`src/rtl/cnn_stream_feeder.sv`:
```
// Multi-channel write sequencer: replays preloaded words into the CNN input buffers,
// each channel following its own write/skip schedule with gap/skip delays and a ready timeout.
module cnn_stream_feeder #(
  parameter int NUM_CH        = 2,
  parameter int DATA_WIDTH    = 18,
  parameter int DEPTH         = 16,
  parameter int SCHED_LEN_MAX = 32,
  parameter int GAP_CYCLES    = 1,
  parameter int SKIP_CYCLES   = 50,
  parameter int TIMEOUT       = 1024
) (
  input  logic                               clk,
  input  logic                               reset,
  input  logic                               start,
  input  logic                               word_load_en,
  input  logic [$clog2(NUM_CH)-1:0]          word_ch,
  input  logic [$clog2(DEPTH)-1:0]           word_addr,
  input  logic [DATA_WIDTH-1:0]              word_data,
  input  logic                               sched_load_en,
  input  logic [$clog2(NUM_CH)-1:0]          sched_ch,
  input  logic [$clog2(SCHED_LEN_MAX)-1:0]   sched_idx,
  input  logic                               sched_bit,
  input  logic                               cfg_en,
  input  logic [$clog2(NUM_CH)-1:0]          cfg_ch,
  input  logic [$clog2(SCHED_LEN_MAX):0]     cfg_len,
  input  logic [$clog2(DEPTH):0]             cfg_words,
  input  logic [NUM_CH-1:0]                  ch_ready,
  output logic [NUM_CH-1:0]                  ch_we,
  output logic [NUM_CH*DATA_WIDTH-1:0]       ch_data,
  output logic                               busy,
  output logic                               done,
  output logic [NUM_CH-1:0]                  err
);

  localparam int AW      = $clog2(DEPTH);
  localparam int SW      = $clog2(SCHED_LEN_MAX);
  localparam int LW      = SW + 1;
  localparam int WW      = AW + 1;
  localparam int DLY_MAX = (GAP_CYCLES > SKIP_CYCLES) ? GAP_CYCLES : SKIP_CYCLES;
  localparam int DLYW    = (DLY_MAX > 1) ? $clog2(DLY_MAX) : 1;
  localparam int TOW     = (TIMEOUT > 1) ? $clog2(TIMEOUT) : 1;

  // Delay counters run N-1 down to 0 so a GAP/SKIP state lasts exactly N cycles.
  localparam logic [DLYW-1:0] GAP_LOAD  = DLYW'((GAP_CYCLES > 0) ? GAP_CYCLES - 1 : 0);
  localparam logic [DLYW-1:0] SKIP_LOAD = DLYW'((SKIP_CYCLES > 0) ? SKIP_CYCLES - 1 : 0);
  localparam logic [TOW-1:0]  TO_LAST   = TOW'((TIMEOUT > 0) ? TIMEOUT - 1 : 0);

  typedef enum logic [2:0] {
    S_IDLE  = 3'd0,
    S_NEXT  = 3'd1,
    S_WRITE = 3'd2,
    S_GAP   = 3'd3,
    S_SKIP  = 3'd4,
    S_DONE  = 3'd5
  } state_e;

  // Per-channel FSM state, left visible for debug and checker binding.
  state_e              state       [NUM_CH];
  logic [LW-1:0]       entry       [NUM_CH];
  logic [WW-1:0]       word_idx    [NUM_CH];
  logic [DLYW-1:0]     dly         [NUM_CH];
  logic [TOW-1:0]      to_cnt      [NUM_CH];
  logic [LW-1:0]       cfg_len_q   [NUM_CH];
  logic [WW-1:0]       cfg_words_q [NUM_CH];

  logic [DATA_WIDTH-1:0]    word_mem  [NUM_CH][DEPTH];
  logic [SCHED_LEN_MAX-1:0] sched_mem [NUM_CH];

  logic launch;

  always_comb begin
    busy = 1'b0;
    done = 1'b1;
    for (int c = 0; c < NUM_CH; c++) begin
      if (state[c] != S_IDLE && state[c] != S_DONE) busy = 1'b1;
      if (state[c] != S_DONE) done = 1'b0;
    end
  end

  assign launch = start && !busy;

  // Word and schedule storage survive reset so a replay can follow a reset.
  always_ff @(posedge clk) begin
    if (word_load_en && !busy) word_mem[word_ch][word_addr] <= word_data;
    if (sched_load_en && !busy) sched_mem[sched_ch][sched_idx] <= sched_bit;
  end

  always_ff @(posedge clk) begin
    if (reset) begin
      for (int c = 0; c < NUM_CH; c++) begin
        cfg_len_q[c]   <= '0;
        cfg_words_q[c] <= '0;
      end
    end else if (cfg_en && !busy) begin
      cfg_len_q[cfg_ch]   <= cfg_len;
      cfg_words_q[cfg_ch] <= cfg_words;
    end
  end

  // Handshake: a word transfers on every rising edge where ch_we[c] && ch_ready[c];
  // ch_we/ch_data stay stable from entry into WRITE until that edge (or the timeout).
  always_ff @(posedge clk) begin
    if (reset) begin
      for (int c = 0; c < NUM_CH; c++) begin
        state[c]    <= S_IDLE;
        entry[c]    <= '0;
        word_idx[c] <= '0;
        dly[c]      <= '0;
        to_cnt[c]   <= '0;
      end
      ch_we   <= '0;
      ch_data <= '0;
      err     <= '0;
    end else begin
      if (launch) err <= '0;
      for (int c = 0; c < NUM_CH; c++) begin
        if (launch) begin
          state[c]    <= S_NEXT;
          entry[c]    <= '0;
          word_idx[c] <= '0;
          dly[c]      <= '0;
          to_cnt[c]   <= '0;
          ch_we[c]    <= 1'b0;
        end else begin
          case (state[c])
            S_IDLE: ;
            S_NEXT: begin
              if (entry[c] == cfg_len_q[c]) begin
                state[c] <= S_DONE;
              end else if (sched_mem[c][entry[c][SW-1:0]]) begin
                if (word_idx[c] < cfg_words_q[c]) begin
                  ch_data[c*DATA_WIDTH +: DATA_WIDTH] <= word_mem[c][word_idx[c][AW-1:0]];
                  ch_we[c]  <= 1'b1;
                  to_cnt[c] <= '0;
                  state[c]  <= S_WRITE;
                end else begin
                  state[c] <= S_DONE;
                end
              end else if (SKIP_CYCLES == 0) begin
                entry[c] <= entry[c] + LW'(1);
              end else begin
                dly[c]   <= SKIP_LOAD;
                state[c] <= S_SKIP;
              end
            end
            S_WRITE: begin
              if (ch_ready[c]) begin
                ch_we[c]    <= 1'b0;
                word_idx[c] <= word_idx[c] + WW'(1);
                entry[c]    <= entry[c] + LW'(1);
                if (GAP_CYCLES == 0) begin
                  state[c] <= S_NEXT;
                end else begin
                  dly[c]   <= GAP_LOAD;
                  state[c] <= S_GAP;
                end
              end else if (to_cnt[c] == TO_LAST) begin
                ch_we[c] <= 1'b0;
                err[c]   <= 1'b1;
                state[c] <= S_DONE;
              end else begin
                to_cnt[c] <= to_cnt[c] + TOW'(1);
              end
            end
            S_GAP: begin
              if (dly[c] == '0) state[c] <= S_NEXT;
              else dly[c] <= dly[c] - DLYW'(1);
            end
            S_SKIP: begin
              if (dly[c] == '0) begin
                entry[c] <= entry[c] + LW'(1);
                state[c] <= S_NEXT;
              end else begin
                dly[c] <= dly[c] - DLYW'(1);
              end
            end
            S_DONE: begin
              // The cycle every channel sits in DONE is the done pulse; all leave together.
              if (done) state[c] <= S_IDLE;
            end
            default: state[c] <= S_IDLE;
          endcase
        end
      end
    end
  end

endmodule

```
`config.mk`:
```
export PLATFORM = sky130hd
export DESIGN_NAME = cnn_stream_feeder
export DESIGN_NICKNAME = d
export VERILOG_FILES = /design/src/rtl/cnn_stream_feeder.sv
export SDC_FILE = /design/constraint.sdc
export NUM_CORES = 1
export LEC_CHECK = 0
export ABC_AREA = 0
export CAP_MARGIN = 20
export CORE_MARGIN = 2
export CORE_UTILIZATION = 55
export CTS_CLUSTER_SIZE = 40
export DETAILED_ROUTE_END_ITERATION = 8
export PLACE_DENSITY = 0.72
export SLEW_MARGIN = 40
export SYNTH_ARGS = -nofsm -noshare
export SYNTH_HDL_FRONTEND = slang
export SYNTH_SLANG_ARGS = --single-unit
```
`constraint.sdc`:
```
create_clock -name clk -period 7.8 [get_ports clk]
set_clock_uncertainty 0.15 [all_clocks]
set_input_delay 0.78 -clock clk [delete_from_list [all_inputs] [get_ports clk]]
set_output_delay 0.78 -clock clk [all_outputs]
set_load 0.1 [all_outputs]
```
==> run metrics, run 1 <==
Slew HR 45.2%; Die ar. 57,600 sq um; Cells after Synth 1,646; post-route ant nets 0; overall power 0.0107 W; Synth area leader edfxtp_1; Iteration-0 DRC Markers 1,733; Flop pwr share 45.7%; total track usage 23.4%; Core Rows 86; clock power share 34.0%; core area 55,100 sq um; global-route met2 utilization 36.0%; syn_area_per_cell 18.6 sq um; drt total wl 65,400 um; outcome finished clean; post-synth top area share 70.8%; Max Cap Violations 0; Final Max Tran Viols 0; top post-synthesis cells by area edfxtp_1, mux4_2, dfxtp_1; Die Height 240 um; post-cts sizing count 0; slowest cell on the critical path or3_2; Worst-path clk slew 60 ps; FF/Latch Area 22,500 sq um; largest net degree at the start of global routing 76; layout cell share with drive strength beyond 1 24.0%; antenna cells 0; GR Util met1 34.2%; met3 usage 5.15%; fill count 3,765; crit-path cells xor2_1, nor4_4, nand2_1, or3_2, nor2_4; initial antenna violation count 3; R2R Setup Slk 4290 ps; FFs w/ async S/R, synth 0%; Synth Flop Type edfxtp_1; TritonRoute pass-1 iters 5; P_int 0.00765 W; Final Critical Period 3510 ps; Port Buffers 91; synth unique cells 65; setup TNS 0 ps; CTS Buffer Depth 3; Worst-Margin Slew 822 ps; worst vdd ir 0.198 mV; Crit Path Max Fanout 18; Psw 0.00306 W; H-Tree Depth 3; Max Clock Freq 285 MHz; Switching Share 28.6%; synth-to-layout area growth 13.9%; HP Class reg -> reg; Synth Register Bits 762; Commonest cells post-synth edfxtp_1, nor2_1, mux4_2; Clock Tree Root clkbuf_16; first-pass GRT wire length 97,500 um; vias in the first global route 15,400; CTS tree done; WP data arrival 3610 ps; # nets final 1,837; CTS Hold Buffers Added 0; Worst Path Required 7890 ps; Multi-input gate area 7930 sq um; Top Ports 92; CP endpoint kind flip-flop; Setup crit start kind flip-flop; Pleak 11.2 nW; combinational share of power 20.4%; Syn. warnings 0; DR vias/cell 6.01; Initial Util 55.6%; Placer Congestion 0.833; post-synthesis sequential area ratio 73.4%; P per Cell Area 307 nW/um^2; final hold viol count 0; Clk Latency, worst-skew pair 630 ps; GRT busiest layer met2; drt wl/cell 25.3 um; fin crit share 45.0%; RSZ-0062 raised after global routing no; WS Path Type reg -> reg; clk sinks 762; die width 240 um; DP Wirelength 40,100 um; Post-synth EDFFs 722; Largest stage delay, worst path 730 ps; DRC errors left 0; grt total ovfl 0; setup violators final 0; count leader, synth edfxtp_1; number of vias in the routed layout 15,500; mapped cell area 30,600 sq um; CTS buffer count 77; post-synthesis net count 1,712; postcts setup bufs 0
[stage by stage]
step | instance area (sq um) | utilization (%) | setup WS [ps] | std cells | hold slack, ps
after detailed placement | 32400 | 58.8 | 4300 | 2440 | 307
after CTS | 34900 | 63.3 | 4290 | 2583 | 315
after global routing | 34900 | 63.4 | 4080 | 2583 | 328
final | 34900 | 63.4 | 4290 | 2583 | 316
after global placement | 32400 | 58.8 | 3910 | 2435 | 307
after floorplan | 30600 | - | 4860 | 1646 | 426
[layout make-up]
class,instances,area share [%]
timing repair buffer,124,2.74
clock inverter,49,1.40
inverter,25,0.269
multi-input combinational,781,22.7
sequential,762,64.4
clock buffer,94,5.79
tap,748,2.68
[layer usage]
metal / vias up / part of all wire [%] / wire length [um]
li1: 6807 / - / -
met5: - / 0 / 0
met4: 0 / 2.2 / 1460
met1: 8029 / 42 / 27600
met2: 596 / 47 / 30900
met3: 88 / 8.3 / 5460
[cell families (layout without fill, tap and decap cells)]
logic type               count (synthesis)  after routing  share of synthesized area [%]
buffers and inverters                  103            292                           1.56
flip-flops                             762            762                           73.4
AO/OA/AOI/OAI                          104            104                           2.12
adder cells (fa/ha/maj)                 16             16                          0.653
multiplexers                           229            229                           14.8
XOR/XNOR                                51             51                           1.48
AND/OR/NAND/NOR                        381            381                           5.97
[layout by cell type (no fill, tap or decap), drive strengths merged, types with 30 or more instances in the layout]
| cell | instances |
|---|---|
| mux2i | 46 |
| buf | 80 |
| mux4 | 180 |
| clkinv | 31 |
| clkbuf | 94 |
| dfxtp | 40 |
| clkdlybuf4s50 | 44 |
| nor2 | 189 |
| a21oi | 35 |
| inv | 30 |
| nand3 | 47 |
| o21ai | 33 |
| nand2 | 42 |
| edfxtp | 722 |
[power by group through the flow]
stage / sequential (W) / combinational (W) / clock, W
after CTS: 0.00489 / 0.00219 / 0.00369
after global placement: 0.00498 / 0.00214 / 0
after floorplan: 0.00512 / 0.00143 / 0
after detailed placement: 0.00498 / 0.00218 / 0
after global routing: 0.00492 / 0.00233 / 0.00385
final: 0.00489 / 0.00218 / 0.00364
[sequential cells by signal, summed over array words and instances, names as in the netlist, 10 cells and up]
signal / flops
sched_mem: 64
cfg_words_q: 10
cfg_len_q: 12
word_idx: 10
to_cnt: 20
ch_data: 36
dly: 12
word_mem: 576
entry: 12
[path summary, 6_finish.rpt]
path	depth (start not counted)	endpoint	start
min reg2reg	2	ch_we[1]	ch_we[1]
max	5	word_mem[0][271]	state[0][0]
max reg2reg	5	word_mem[0][271]	state[0][0]
min	2	ch_we[1]	ch_we[1]
[critical path: cells and delay by family, from the launching register on]
| family | cells | cell delay, ps |
|---|---|---|
| XOR/XNOR | 1 | 230 |
| AND/OR/NAND/NOR | 4 | 2220 |
| flip-flops | 1 | 510 |
Power figures use the tool's default switching activity.
==> inputs of run 2 (changes only) <==
PLACE_DENSITY = 0.75   (was 0.72)
clock period = 3.2 ns   (was 7.8 ns; I/O delays follow)
==> run 2 against run 1 <==
Effect of this change:
- combinational power rose by 140%
- sequential share of layout area fell by 0.45 points
- global-route usage fell by 0.33 points
- hold slack got worse by 280 ps
- worst setup slack got worse by 4100 ps
- count of clock-buffer cells in the layout rose by 1
- first-iteration DRC count fell by 12%
==> run metrics, run 2 (synthesis gave the netlist of run 1 again) <==
setup violators final 0 (unchanged); global-route met2 utilization 38.8% (+2.8 points); most frequent cells in the layout edfxtp_1, mux4_2, nor2_1; DRC errors left 0 (unchanged); CP endpoint kind flip-flop; Setup crit start kind flip-flop; max reg flops 576 (unchanged); Final Cell Area 35,100 sq um (+0.70%); setup TNS 0 ps (unchanged); WS Path Type reg -> reg; Iteration-0 DRC Markers 1,520 (-12%); DR vias/cell 5.96 (-0.79%); final hold slack 38.1 ps (-278 ps); GR Util met1 31.4% (-2.8 points); # nets final 1,885 (+2.6%); GRT busiest layer met2; total track usage 23.1% (-0.33 points); overall power 0.0257 W (+140%); H-Tree Depth 3 (unchanged); initial antenna violation count 4 (+1); CTS Buffer Depth 3 (unchanged); Clk Latency, worst-skew pair 620 ps (about the same); synth-to-layout area growth 14.7%; Crit Path Max Fanout 9 (-9); Max Cap Violations 0 (unchanged); fin crit share 94.9% (+50 points); TritonRoute pass-1 iters 7 (+2); largest net degree at the start of global routing 76 (unchanged); Top Ports 92 (unchanged); Die ar. 57,600 sq um (unchanged); Die Height 240 um (unchanged); final hold viol count 0 (unchanged); Placer Congestion 0.900 (+8.0%); first-pass GRT wire length 97,900 um (+0.45%); drt wl/cell 24.6 um (-2.9%); outcome finished clean; die width 240 um (unchanged); CTS Hold Buffers Added 0 (unchanged); worst vdd ir 0.434 mV (+120%); Initial Util 55.6% (unchanged); Worst-path clk slew 60 ps (about the same); drt total wl 64,600 um (-1.2%); hold depth 2 (unchanged); Worst Path Required 3340 ps (-4550 ps); core area 55,100 sq um (unchanged); grt total ovfl 0 (unchanged); Pleak 11.4 nW (+2.1%); commonest non-fill, non-tap cell in the layout edfxtp_1; post-cts sizing count 0 (unchanged); clk sinks 762 (unchanged); vias in the first global route 16,000 (+3.9%); CTS tree done; Biggest register word_mem; Clock Tree Root clkbuf_16; Port Buffers 91 (unchanged); layout cell share with drive strength beyond 1 25.3% (+1.3 points); Post-Place Cell Area 32,800 sq um (+1.2%); Final Max Tran Viols 0 (unchanged); largest registers word_mem: 576 flops, sched_mem: 64 flops, ch_data: 36 flops; R2R Setup Slk 160 ps (-4120 ps); fill count 3,724 (-1.1%); met3 usage 4.34% (-0.82 points); RSZ-0062 raised after global routing no; P per Cell Area 731 nW/um^2 (+140%); HP Class in -> reg; number of vias in the routed layout 15,700 (+0.90%); WP data arrival 3180 ps (-430 ps); CTS buffer count 76 (-1.3%); Core Rows 86 (unchanged); r2r worst-path depth 6 (+1); post-route ant nets 0 (unchanged); Final Critical Period 3040 ps (-476 ps); DP Wirelength 39,000 um (-2.9%); Post-Route Utilization 63.8% (+0.44 points); Slew HR 55.8% (+11 points); Max Clock Freq 329 MHz (+16%); postcts setup bufs 0 (unchanged); Worst-Margin Slew 659 ps (-163 ps)
==> run 2: changes by cell type in the layout (fill, tap and decap cells not counted), sizes merged <==
| cell | before | now |
|---|---|---|
| buf | 80 | 129 |
| bufinv | 7 | 4 |
| clkbuf | 94 | 95 |
| clkinv | 31 | 36 |
| clkinvlp | 6 | 0 |
| diode | 0 | 1 |
| inv | 30 | 27 |
==> run 2: worst max-delay path, cell delays in order (launching register included) <==
cell and delay (ps):
edfxtp_1 520, xor2_1 230, nor4_4 480, nand2_1 160, or3_1 540, nor2_2 390, buf_4 250
==> run 2: through the flow <==
stage               instances  setup WS [ps]
floorplan                1646            262
global placement         2489            309
detailed placement       2489            255
CTS                      2626            210
global route             2626           46.9
finish                   2627            163
==> run 2: layer usage <==
layer,vias up,wire length (um)
li1,6875,-
met1,8045,26100
met2,625,32500
met3,109,4440
met4,6,1470
met5,-,47
==> run 2: area by class of cell <==
class	count	area, sq um	area share (%)
clock inverter	42	323	0.918
inverter	25	93.8	0.267
sequential	762	22500	64.0
timing repair buffer	173	1490	4.25
antenna	1	2.50	0.00712
multi-input combinational	781	7760	22.1
clock buffer	95	2060	5.85
tap	748	936	2.66
==> run 2: path summary, 6_finish.rpt <==
check / startpoint / endpoint
setup / recovery: state[0][0] / word_mem[1][136]
hold reg to reg: ch_data[30] / ch_data[30]
setup reg to reg: state[0][0] / word_mem[1][136]
hold / removal: reset / state[0][1]
==> run 2: where the power goes <==
group | switching (W) | internal, W | total [W] | leakage (nW)
combinational | 0.00312 | 0.00215 | 0.00527 | 3.27
sequential | 0.000450 | 0.0115 | 0.0119 | 6.94
clock | 0.00361 | 0.00489 | 0.00849 | 1.18
==> inputs of run 3 (changes only) <==
--- a/config.mk
+++ b/config.mk
@@ -9,8 +9,7 @@
 export CAP_MARGIN = 20
 export CORE_MARGIN = 2
-export CORE_UTILIZATION = 55
+export CORE_UTILIZATION = 30
 export CTS_CLUSTER_SIZE = 40
 export DETAILED_ROUTE_END_ITERATION = 8
-export PLACE_DENSITY = 0.75
 export SLEW_MARGIN = 40
 export SYNTH_ARGS = -nofsm -noshare
==> constraint.sdc (replaced) <==
create_clock -name clk -period 3.2 [get_ports clk]
set_clock_uncertainty 0.15 [all_clocks]
set_input_delay 0.96 -clock clk [delete_from_list [all_inputs] [get_ports clk]]
set_output_delay 0.96 -clock clk [all_outputs]
set_load 0.1 [all_outputs]
==> run 3 against run 2 <==
Effect of this change:
- global-route usage fell by 9.6 points
- sequential power barely moved
- largest power group unchanged
- combinational power rose by 9.7%
- first-iteration DRC count rose by 7.4%
- wire length rose by 9.8%
- highest routed layer unchanged
- final cell count rose by 25%
==> run metrics, run 3 (synthesis gave the netlist of run 1 again) <==
outcome finished clean; Final Cell Area 36,900 sq um (+4.9%); most frequent cells in the layout edfxtp_1, mux4_2, nor2_1; total track usage 13.5% (-9.6 points); commonest non-fill, non-tap cell in the layout edfxtp_1; Place WS 125 ps (-129 ps); Final Critical Period 3110 ps (+71.9 ps); Top Ports 92 (unchanged); P per Cell Area 740 nW/um^2 (+1.2%); WP data arrival 2000 ps (-1180 ps); DR vias/cell 4.77 (-20%); # nets final 1,911 (+1.4%); Largest stage delay, worst path 510 ps (-30 ps); antenna cells 0 (-1); HP Class reg -> reg; vias in the first global route 16,000 (+0.43%); Worst-Margin Slew 684 ps (+24.6 ps); synth-to-layout area growth 20.4%; clk sinks 762 (unchanged); Clk Latency, worst-skew pair 630 ps (about the same); Initial Util 30.2% (-25 points); crit-path cells xor2_2, nor4_4, buf_6, inv_1, buf_12; drt total wl 70,900 um (+9.8%); slowest cell on the critical path edfxtp_1; critical path's top delay family flip-flops; Core Rows 117 (+36%); CP endpoint kind output port; setup violators final 0 (unchanged); CTS tree done; number of vias in the routed layout 15,600 (-0.13%); WS Path Type reg -> out; Placer Congestion 0.849 (-5.7%); Die Height 324 um (+35%); largest registers word_mem: 576 flops, sched_mem: 64 flops, ch_data: 36 flops; layout cell share with drive strength beyond 1 26.6% (+1.2 points); Iteration-0 DRC Markers 1,632 (+7.4%); DP Wirelength 46,000 um (+18%); Post-Route Utilization 36.3% (-27 points); CTS buffer count 80 (+5.3%); Die ar. 105,000 sq um (+82%); initial antenna violation count 3 (-1); TritonRoute pass-1 iters 5 (-2); Max Cap Violations 0 (unchanged); post-route ant nets 0 (unchanged); Clock Tree Root clkbuf_16; Max Clock Freq 322 MHz (-2.3%); largest net degree at the start of global routing 75 (-1.3%); Post-Place Cell Area 34,100 sq um (+4.1%); setup ws final 91.0 ps (-71.9 ps); Worst Path Required 2090 ps (-1250 ps); final hold slack 330 ps (+291 ps); fin crit share 97.2% (+2.2 points); die width 324 um (+35%); Pleak 11.7 nW (+3.1%); Worst-path clk slew 60 ps (about the same); final hold viol count 0 (unchanged); Crit Path Max Fanout 7 (-2); grt total ovfl 0 (unchanged); CTS Buffer Depth 3 (unchanged); first-pass GRT wire length 104,000 um (+6.0%); Bufs and invs on worst path 3 (+2); Final Max Tran Viols 0 (unchanged); Setup crit start kind flip-flop; Port Buffers 91 (unchanged); H-Tree Depth 3 (unchanged); CTS Hold Buffers Added 0 (unchanged); worst vdd ir 0.496 mV (+14%); Biggest register word_mem; DRC errors left 0 (unchanged); drt wl/cell 21.7 um (-12%); Slew HR 54.4% (-1.3 points); core area 102,000 sq um (+84%); max reg flops 576 (unchanged)
==> run 3: layout make-up <==
class | count | area, sq um
clock inverter | 49 | 658
fill | 9351 | 64700
tap | 1368 | 1710
multi-input combinational | 781 | 7760
timing repair buffer | 195 | 2090
clock buffer | 96 | 2080
inverter | 25 | 93.8
sequential | 762 | 22500
==> run 3: per-layer routing <==
metal  global-route usage, %  up-vias  routed length (um)
met5                       0        -                  13
met4                    3.59        2                1420
met3                    4.10       92                6220
met2                    21.1      522               32600
met1                    18.2     8064               30600
li1                        -     6959                   -
==> run 3: timing repair <==
| item | in CTS | in global routing |
|---|---|---|
| resized for setup | 0 | 1 |
| buffers inserted | 2 | 2 |
| gates cloned | 0 | 0 |
| pin swaps | 0 | 0 |
| endpoints found under the setup margin | 1 | 1 |
==> run 3: final timing paths <==
kind                            depth (start not counted)         from            to  slack (ps)
worst max-delay path                                    5  state[1][2]          busy          90
worst min-delay path                                    2  ch_data[20]   ch_data[20]         330
worst min register to register                          2  ch_data[20]   ch_data[20]         330
worst max register to register                          7  entry[0][1]  to_cnt[0][1]         360
==> run 3: worst min-delay path, cell delays in order (launching register included) <==
cell	delay, ps
dfxtp_1	300
o21ai_0	70
a21oi_1	60
==> run 3: metrics by stage <==
stage	power (W)	setup TNS, ps	cells
final	0.0273	0	3276
after global routing	0.0283	-5.63	3276
after CTS	0.0276	0	3274
after detailed placement	0.0179	0	3127
after global placement	0.0178	0	3127
after floorplan	0.0160	0	1646
==> run 3: report_power, final <==
group | leakage [nW] | internal, W | switching, W | total (W)
Clock | 1.33 | 0.00575 | 0.00385 | 0.00960
Combinational | 3.47 | 0.00235 | 0.00343 | 0.00578
Sequential | 6.94 | 0.0115 | 0.000420 | 0.0119
